### src/rtl/mem_access_unit_pkg.sv
// Shared definitions for the multicycle core: opcodes, load/store size codes, memory FSM state.
package mem_access_unit_pkg;

  localparam logic [6:0] OPC_LOAD   = 7'b0000011;
  localparam logic [6:0] OPC_STORE  = 7'b0100011;
  localparam logic [6:0] OPC_OP     = 7'b0110011;
  localparam logic [6:0] OPC_OP_IMM = 7'b0010011;
  localparam logic [6:0] OPC_BRANCH = 7'b1100011;
  localparam logic [6:0] OPC_JAL    = 7'b1101111;
  localparam logic [6:0] OPC_LUI    = 7'b0110111;

  localparam logic [2:0] F3_B  = 3'b000;
  localparam logic [2:0] F3_H  = 3'b001;
  localparam logic [2:0] F3_W  = 3'b010;
  localparam logic [2:0] F3_BU = 3'b100;
  localparam logic [2:0] F3_HU = 3'b101;

  localparam logic [1:0] SZ_B = 2'd0;
  localparam logic [1:0] SZ_H = 2'd1;
  localparam logic [1:0] SZ_W = 2'd2;

  typedef enum logic [1:0] {
    IDLE = 2'd0,
    WAIT = 2'd1,
    DONE = 2'd2
  } mau_state_e;

  // Unlisted funct3 encodings collapse to word accesses.
  function automatic logic [1:0] size_of(input logic [2:0] f3);
    case (f3)
      F3_B, F3_BU: size_of = SZ_B;
      F3_H, F3_HU: size_of = SZ_H;
      default:     size_of = SZ_W;
    endcase
  endfunction

endpackage

### src/rtl/mem_access_unit_load_extend.sv
// Selects the addressed byte/half of a memory word and sign- or zero-extends it.
module load_extend
  import mem_access_unit_pkg::*;
#(
  parameter int XLEN = 32
) (
  input  logic [2:0]      size,
  input  logic [1:0]      offset,
  input  logic [XLEN-1:0] word,
  output logic [XLEN-1:0] data
);

  logic [7:0]  byte_v;
  logic [15:0] half_v;

  always_comb begin
    byte_v = word[{offset, 3'b000} +: 8];
    half_v = word[{offset[1], 4'b0000} +: 16];
    data   = word;
    case (size)
      F3_B:    data = {{(XLEN-8){byte_v[7]}}, byte_v};
      F3_BU:   data = {{(XLEN-8){1'b0}}, byte_v};
      F3_H:    data = {{(XLEN-16){half_v[15]}}, half_v};
      F3_HU:   data = {{(XLEN-16){1'b0}}, half_v};
      default: data = word;
    endcase
  end

endmodule

### src/rtl/mem_access_unit.sv
// Load/store sequencer between the multicycle control unit and a fixed-latency memory.
// Optional MEM_MISALIGN_CHECK_EN: misaligned H/W accesses complete at once with a flag instead of touching memory.
module mem_access_unit
  import mem_access_unit_pkg::*;
#(
  parameter int LATENCY = 2,
  parameter int XLEN    = 32
) (
  input  logic            clock,
  input  logic            reset,
  input  logic            req_read,
  input  logic            req_write,
  input  logic [XLEN-1:0] addr,
  input  logic [XLEN-1:0] wdata,
  input  logic [2:0]      funct3,
  output logic [XLEN-1:0] rdata,
  output logic            ready,
  output logic            busy,
  output logic            misaligned,
  output logic [XLEN-1:0] mem_addr,
  output logic            mem_re,
  output logic            mem_we,
  output logic [3:0]      mem_be,
  output logic [XLEN-1:0] mem_wdata,
  input  logic [XLEN-1:0] mem_rdata
);

  localparam logic [2:0] CNT_INIT = 3'(LATENCY - 1);

  mau_state_e      state_q, state_d;
  logic [2:0]      cnt_q, cnt_d;
  logic [XLEN-1:0] addr_q, addr_d;
  logic [XLEN-1:0] wdata_q, wdata_d;
  logic [2:0]      f3_q, f3_d;
  logic            is_read_q, is_read_d;
  logic            first_q, first_d;
  logic [XLEN-1:0] rdata_q, rdata_d;
  logic [XLEN-1:0] load_data;

`ifdef MEM_MISALIGN_CHECK_EN
  logic misaligned_q, misaligned_d;
  logic req_misaligned;

  assign req_misaligned = ((size_of(funct3) == SZ_H) && addr[0]) ||
                          ((size_of(funct3) == SZ_W) && (addr[1:0] != 2'b00));
  assign misaligned     = misaligned_q;
`else
  assign misaligned = 1'b0;
`endif

  load_extend #(.XLEN(XLEN)) u_load_extend (
    .size   (f3_q),
    .offset (addr_q[1:0]),
    .word   (mem_rdata),
    .data   (load_data)
  );

  always_comb begin
    state_d   = state_q;
    cnt_d     = cnt_q;
    addr_d    = addr_q;
    wdata_d   = wdata_q;
    f3_d      = f3_q;
    is_read_d = is_read_q;
    first_d   = first_q;
    rdata_d   = rdata_q;
`ifdef MEM_MISALIGN_CHECK_EN
    misaligned_d = misaligned_q;
`endif
    case (state_q)
      IDLE: begin
        if (req_read || req_write) begin
          addr_d    = addr;
          wdata_d   = wdata;
          f3_d      = funct3;
          is_read_d = req_read;  // read wins when both are raised
          first_d   = 1'b1;
          cnt_d     = CNT_INIT;
`ifdef MEM_MISALIGN_CHECK_EN
          if (req_misaligned) begin
            state_d      = DONE;
            misaligned_d = 1'b1;
          end else begin
            state_d = WAIT;
          end
`else
          state_d = WAIT;
`endif
        end
      end
      WAIT: begin
        first_d = 1'b0;
        if (cnt_q == 3'd0) begin
          if (is_read_q) rdata_d = load_data;
          state_d = DONE;
        end else begin
          cnt_d = cnt_q - 3'd1;
        end
      end
      DONE: begin
        state_d = IDLE;
`ifdef MEM_MISALIGN_CHECK_EN
        misaligned_d = 1'b0;
`endif
      end
      default: state_d = IDLE;
    endcase
  end

  always_ff @(posedge clock or posedge reset) begin
    if (reset) begin
      state_q   <= IDLE;
      cnt_q     <= '0;
      addr_q    <= '0;
      wdata_q   <= '0;
      f3_q      <= '0;
      is_read_q <= 1'b0;
      first_q   <= 1'b0;
      rdata_q   <= '0;
`ifdef MEM_MISALIGN_CHECK_EN
      misaligned_q <= 1'b0;
`endif
    end else begin
      state_q   <= state_d;
      cnt_q     <= cnt_d;
      addr_q    <= addr_d;
      wdata_q   <= wdata_d;
      f3_q      <= f3_d;
      is_read_q <= is_read_d;
      first_q   <= first_d;
      rdata_q   <= rdata_d;
`ifdef MEM_MISALIGN_CHECK_EN
      misaligned_q <= misaligned_d;
`endif
    end
  end

  assign busy     = (state_q == WAIT);
  assign ready    = (state_q == DONE);
  assign rdata    = rdata_q;
  assign mem_addr = busy ? {addr_q[XLEN-1:2], 2'b00} : '0;
  assign mem_re   = busy && is_read_q;
  assign mem_we   = busy && !is_read_q && first_q;

  // Store lanes: data replicated across the word, enables pick the addressed lanes.
  always_comb begin
    mem_be    = 4'b0000;
    mem_wdata = '0;
    if (mem_we) begin
      case (size_of(f3_q))
        SZ_B: begin
          mem_be    = 4'b0001 << addr_q[1:0];
          mem_wdata = {(XLEN/8){wdata_q[7:0]}};
        end
        SZ_H: begin
          mem_be    = addr_q[1] ? 4'b1100 : 4'b0011;
          mem_wdata = {(XLEN/16){wdata_q[15:0]}};
        end
        default: begin
          mem_be    = 4'b1111;
          mem_wdata = wdata_q;
        end
      endcase
    end
  end

endmodule

### config.mk
export PLATFORM = sky130hd
export DESIGN_NAME = mem_access_unit
export DESIGN_NICKNAME = d
export VERILOG_FILES = /design/src/rtl/mem_access_unit_pkg.sv /design/src/rtl/mem_access_unit_load_extend.sv /design/src/rtl/mem_access_unit.sv
export SDC_FILE = /design/constraint.sdc
export NUM_CORES = 1
export LEC_CHECK = 0
export CAP_MARGIN = 20
export CORE_MARGIN = 1.5
export CORE_UTILIZATION = 55
export CTS_CLUSTER_SIZE = 12
export DETAILED_ROUTE_END_ITERATION = 6
export DONT_BUFFER_PORTS = 1
export PLACE_DENSITY = 0.71
export SLEW_MARGIN = 0
export SYNTH_ARGS = -nofsm -noshare
export SYNTH_HDL_FRONTEND = slang
export SYNTH_SLANG_ARGS = --single-unit
### constraint.sdc
create_clock -name clock -period 6.6 [get_ports clock]
set_input_delay 0.99 -clock clock [delete_from_list [all_inputs] [get_ports clock]]
set_output_delay 0.99 -clock clock [all_outputs]
set_load 0.05 [all_outputs]
==> results of run 1 <==
## cell type report
type / count / area [sq um]
clock inverter: 7 / 109
timing repair buffer: 5 / 57.6
clock buffer: 9 / 124
fill: 795 / 3710
tap: 129 / 161
sequential: 106 / 2650
multi-input combinational: 348 / 2390
antenna: 1 / 2.50
inverter: 8 / 32.5
## metal layers
metal / vias up / wire [um]
met5: - / 0
met1: 1786 / 4920
met2: 151 / 5850
met3: 8 / 1140
li1: 1642 / -
met4: 0 / 87
## cell usage after synthesis (all sizes together)
cell	n
mux2	66
o41a	1
o21ai	20
nand3b	2
clkbuf	17
nand2b	2
mux2i	23
dfrtp	106
nor2b	3
and2	40
a21o	9
inv	7
buf	17
ha	2
mux4	1
nor3	3
clkinv	1
conb	1
or3	3
nor2	61
and3	1
nand3	1
o221a	7
or3b	1
or2b	1
a21oi	42
nand2	49
or2	1
a221oi	6
## cells by family (layout without fill, tap and decap cells)
| family | Yosys count | after routing | synth area share (%) |
|---|---|---|---|
| mux | 90 | 90 | 19.1 |
| flops | 106 | 106 | 50.8 |
| buf+inv | 42 | 29 | 3.71 |
| simple gates | 168 | 168 | 14.9 |
| compound gates | 85 | 85 | 11.0 |
| fa+ha+maj | 2 | 2 | 0.479 |
| other cells | 1 | 4 | 0.0718 |
## stage by stage
step	utilization [%]	hold WS (ns)	setup slack, ns	instance area (sq um)	cells
2_1_floorplan	-	0.445	2.82	5230	496
3_3_place_gp	56.9	0.465	1.81	5260	594
3_5_place_dp	56.9	0.466	1.60	5260	594
4_1_cts	59.4	0.481	1.17	5490	610
5_1_grt	59.9	0.517	2.15	5530	613
6_report	59.9	0.481	2.38	5530	613
## state kept, by name (all words and copies together), names as in the netlist
register,count
addr_q,32
cnt_q,3
f3_q,3
first_q,1
is_read_q,1
rdata,32
state_q,2
wdata_q,32
## critical path, stage by stage (launching register included)
cell and delay (ns):
dfrtp_2 1.02, inv_1 0.50, nand2_1 0.39, nand2_1 0.11, a21oi_1 0.82
## final timing paths
check,from,to,slack [ns],cells past startpoint
worst min-delay path,cnt_q[0]$_DFFE_PP0P_,cnt_q[0]$_DFFE_PP0P_,0.48,1
min in group asynchronous,reset,addr_q[27]$_DFFE_PP0P_,0.59,1
max in group asynchronous,reset,f3_q[1]$_DFFE_PP0P_,4.83,2
worst max register to register,cnt_q[0]$_DFFE_PP0P_,rdata[29]$_DFFE_PP0P_,4.14,6
worst max-delay path,f3_q[1]$_DFFE_PP0P_,mem_wdata[14],2.38,4
worst min register to register,cnt_q[0]$_DFFE_PP0P_,cnt_q[0]$_DFFE_PP0P_,0.48,1
==> metrics.cfg, run 1 <==
[status]
status = completed

[sta]
max_freq_mhz = 237
final_max_slew_viol_count = 0
rsz0062_at_grt = false
slew_headroom_pct = 28.6
fin_crit_ns = 4.22
skew_ns = 0.00979
setup_tns_ns = 0
hold_viol = 0
setup_violations = 0
fin_crit_sh_pct = 63.9
tightest_slew_ns = 1.07

[floorplan]
initial_utilization_pct = 56.5
rows = 35
ios = 208
die_w_um = 100
core_area_sq_um = 9240
die_area_sq_um = 10100
die_y_um = 100

[clock_tree]
cts_tree = done
clk_pin_slew_ns = 0.10
hold_buffers = 0
cts_max_level = 3
clock_path_buffers = 2
post-cts-setup-buffers = 0
numClockSinks = 106
cts_root_buffer = clkbuf_8
cts_resized = 0
clock_latency_ns = 0.36
cts_made_buffers = 9

[finish]
synthToLayoutAreaGrowth_pct = 5.87
final_common_cell = dfrtp_1
drive_above_1_share_pct = 23.0
final_cell_mix = dfrtp_1 (105), mux2_2 (66), nor2_1 (61), nand2_1 (49), and2_1 (40)
finalNetCount = 583

[yosys]
syn_area_sq_um = 5220
synth_cells = 494
ys_warn_count = 0
avgSynthCellArea_sq_um = 10.6
synth_top_area_share_pct = 50.8
ys_ff_latch = 106
synth_area_leader_cell = dfrtp_1
synth_area_leaders = dfrtp_1 (51%), mux2_2 (14%), and2_1 (4.8%)
synth.distinct_cells = 34
yosysSeqAreaShare_pct = 50.8

[job]
maxCapViolations = 0

[detailed_routing]
ant_nets = 0
drc_errors = 0
num_vias = 3587
wl_per_cell_um = 19.6
first_pass_iters = 4
routed_wl_um = 12000
vias_per_cell = 5.85
drtIter0Drc = 127

[global_route]
grt_use_met3_pct = 9.08
grt_pass1_vias = 3668
gr-total-overflow = 0
antenna_found_initial = 1
use_met1_pct = 30.3
grt.busiest_layer = met2
grt_start_max_net_pins = 56
grt_use_met2_pct = 39.8
grt_pass1_wl_um = 18800
grt_usage_pct = 24.3

[setup_path]
end_kind = primary output
cp_max_fo = 52
critPathArrivalTime_ns = 3.23
required_ns = 5.61
crit_type = reg2out
worst_setup_path_start_kind = register

[worst_hold_path]
min_path_type = reg2reg

[placement]
io_buffers = 0
post-dp-hpwl_um = 8530
gp_congestion = 0.808

Power of run 1 is left out: the tool's default activity adds up to more than one toggle a clock period on the data nets, which glitch-free logic cannot reach.
==> inputs of run 2 (changes only) <==
==> constraint.sdc (replaced) <==
create_clock -name clock -period 4.4 [get_ports clock]
set_input_delay 0.66 -clock clock [delete_from_list [all_inputs] [get_ports clock]]
set_output_delay 0.66 -clock clock [all_outputs]
set_load 0.05 [all_outputs]
==> metrics.cfg, run 2 (synthesis results as in run 1) <==
[placement]
io_buffers = 0  ; unchanged
gp_congestion = 0.802  ; -0.77%
post-dp-hpwl_um = 8670  ; +1.7%

[detailed_routing]
first_pass_iters = 6  ; +2
num_vias = 3617  ; +0.84%
vias_per_cell = 5.80  ; -0.94%
wl_per_cell_um = 19.4  ; -0.92%
drtIter0Drc = 85  ; -33%
drc_errors = 0  ; unchanged
routed_wl_um = 12100  ; +0.86%
ant_nets = 0  ; unchanged

[sta]
fin_crit_ns = 3.40
hold_viol = 0  ; unchanged
final_max_slew_viol_count = 0  ; unchanged
tightest_slew_ns = 0.975  ; -0.0999 ns
rsz0062_at_grt = false
max_freq_mhz = 294
fin_crit_sh_pct = 77.2
slew_headroom_pct = 34.9  ; +6.3 points
setup_tns_ns = 0  ; unchanged
skew_ns = 0.0145  ; +0.00467 ns
setup_violations = 0  ; unchanged

[setup_path]
cp_max_fo = 52  ; unchanged
worst_setup_path_start_kind = register
worstReg2RegEnd = rdata[27]$_DFFE_PP0P_
required_ns = 3.74  ; -1.87 ns
crit_type = reg2out
crit_end = mem_wdata[8]
critPathArrivalTime_ns = 2.74  ; -0.49 ns
r2r-start = state_q[1]$_DFFE_PP0P_
critPathLaunch = f3_q[1]$_DFFE_PP0P_
reg2reg_depth = 6  ; unchanged
end_kind = primary output
reg2reg_slack_ns = 1.73  ; -2.41 ns

[floorplan]
die_y_um = 100  ; unchanged
initial_utilization_pct = 56.5  ; unchanged
die_area_sq_um = 10100  ; unchanged
die_w_um = 100  ; unchanged
core_area_sq_um = 9240  ; unchanged
rows = 35  ; unchanged
ios = 208  ; unchanged

[finish]
n_fill_cell = 789  ; -0.75%
finalNetCount = 595  ; +2.1%
drive_above_1_share_pct = 24.8  ; +1.9 points
num_antenna_cells = 0  ; -1
regArea_sq_um = 2650  ; unchanged
final_common_cell = dfrtp_1
synthToLayoutAreaGrowth_pct = 6.90
final_cell_mix = dfrtp_1 (105), mux2_2 (66), nor2_1 (61), nand2_1 (49), and2_1 (40)
multi_input_area_sq_um = 2390  ; unchanged

[clock_tree]
numClockSinks = 106  ; unchanged
clock_path_buffers = 2  ; unchanged
clock_latency_ns = 0.38  ; +0.02 ns
cts_made_buffers = 9  ; unchanged
cts_resized = 0  ; unchanged
hold_buffers = 0  ; unchanged
cts_max_level = 3  ; unchanged
clk_pin_slew_ns = 0.11  ; about the same
cts_tree = done
cts_root_buffer = clkbuf_8
post-cts-setup-buffers = 0  ; unchanged

[global_route]
grt_pass1_wl_um = 18800  ; +0.29%
antenna_found_initial = 0  ; -1
grt_start_max_net_pins = 78  ; +39%
grt_pass1_vias = 3577  ; -2.5%
grt_usage_pct = 24.3  ; about the same
gr-total-overflow = 0  ; unchanged

[job]
maxCapViolations = 0  ; unchanged

[status]
status = completed

[worst_hold_path]
min_path_type = in2async

[run 2: cell type report]
class,count,share of cell area [%]
flip-flops and latches,106,47.5
multi-input cells,348,42.8
well taps,129,2.89
repair buffers,17,2.29
clock buffers,9,2.22
clock inverters,7,1.70
inverters,8,0.583
[run 2: metrics by stage]
step	utilization (%)	setup slack (ns)	hold WS, ns	cells	cell area (sq um)
after floorplan	-	0.951	0.445	496	5230
after global placement	58.1	1.54	0.464	608	5370
after detailed placement	58.1	1.42	0.472	608	5370
after CTS	60.4	0.997	0.386	624	5580
after global routing	60.4	0.792	0.392	624	5580
final	60.4	1.00	0.344	624	5580
[run 2: per-layer routing]
metal / track usage (%) / vias to the layer above / share of wire [%]
met4: 7.58 / 0 / 0.77
met5: 0 / - / 0
li1: - / 1674 / -
met3: 8.46 / 9 / 11
met1: 29.7 / 1772 / 39
met2: 40.6 / 162 / 50
[run 2: how the worst min path moves through the flow]
stage | endpoint | slack, ns | cells past startpoint | from
2_1_floorplan | cnt_q[0]$_DFFE_PP0P_ | 0.44 | 1 | cnt_q[0]$_DFFE_PP0P_
3_3_place_gp | cnt_q[0]$_DFFE_PP0P_ | 0.46 | 1 | cnt_q[0]$_DFFE_PP0P_
3_5_place_dp | cnt_q[0]$_DFFE_PP0P_ | 0.47 | 1 | cnt_q[0]$_DFFE_PP0P_
4_1_cts | addr_q[28]$_DFFE_PP0P_ | 0.39 | 1 | reset
5_1_grt | rdata[31]$_DFFE_PP0P_ | 0.39 | 2 | mem_rdata[31]
6_report | addr_q[28]$_DFFE_PP0P_ | 0.34 | 1 | reset
[run 2: critical path, stage by stage, from the launching register on]
cell and delay [ns]:
dfrtp_2 1.01, inv_1 0.44, nand2_1 0.39, nand2_1 0.10, a21oi_1 0.19, buf_4 0.23
Power of run 2 is left out for the same reason.
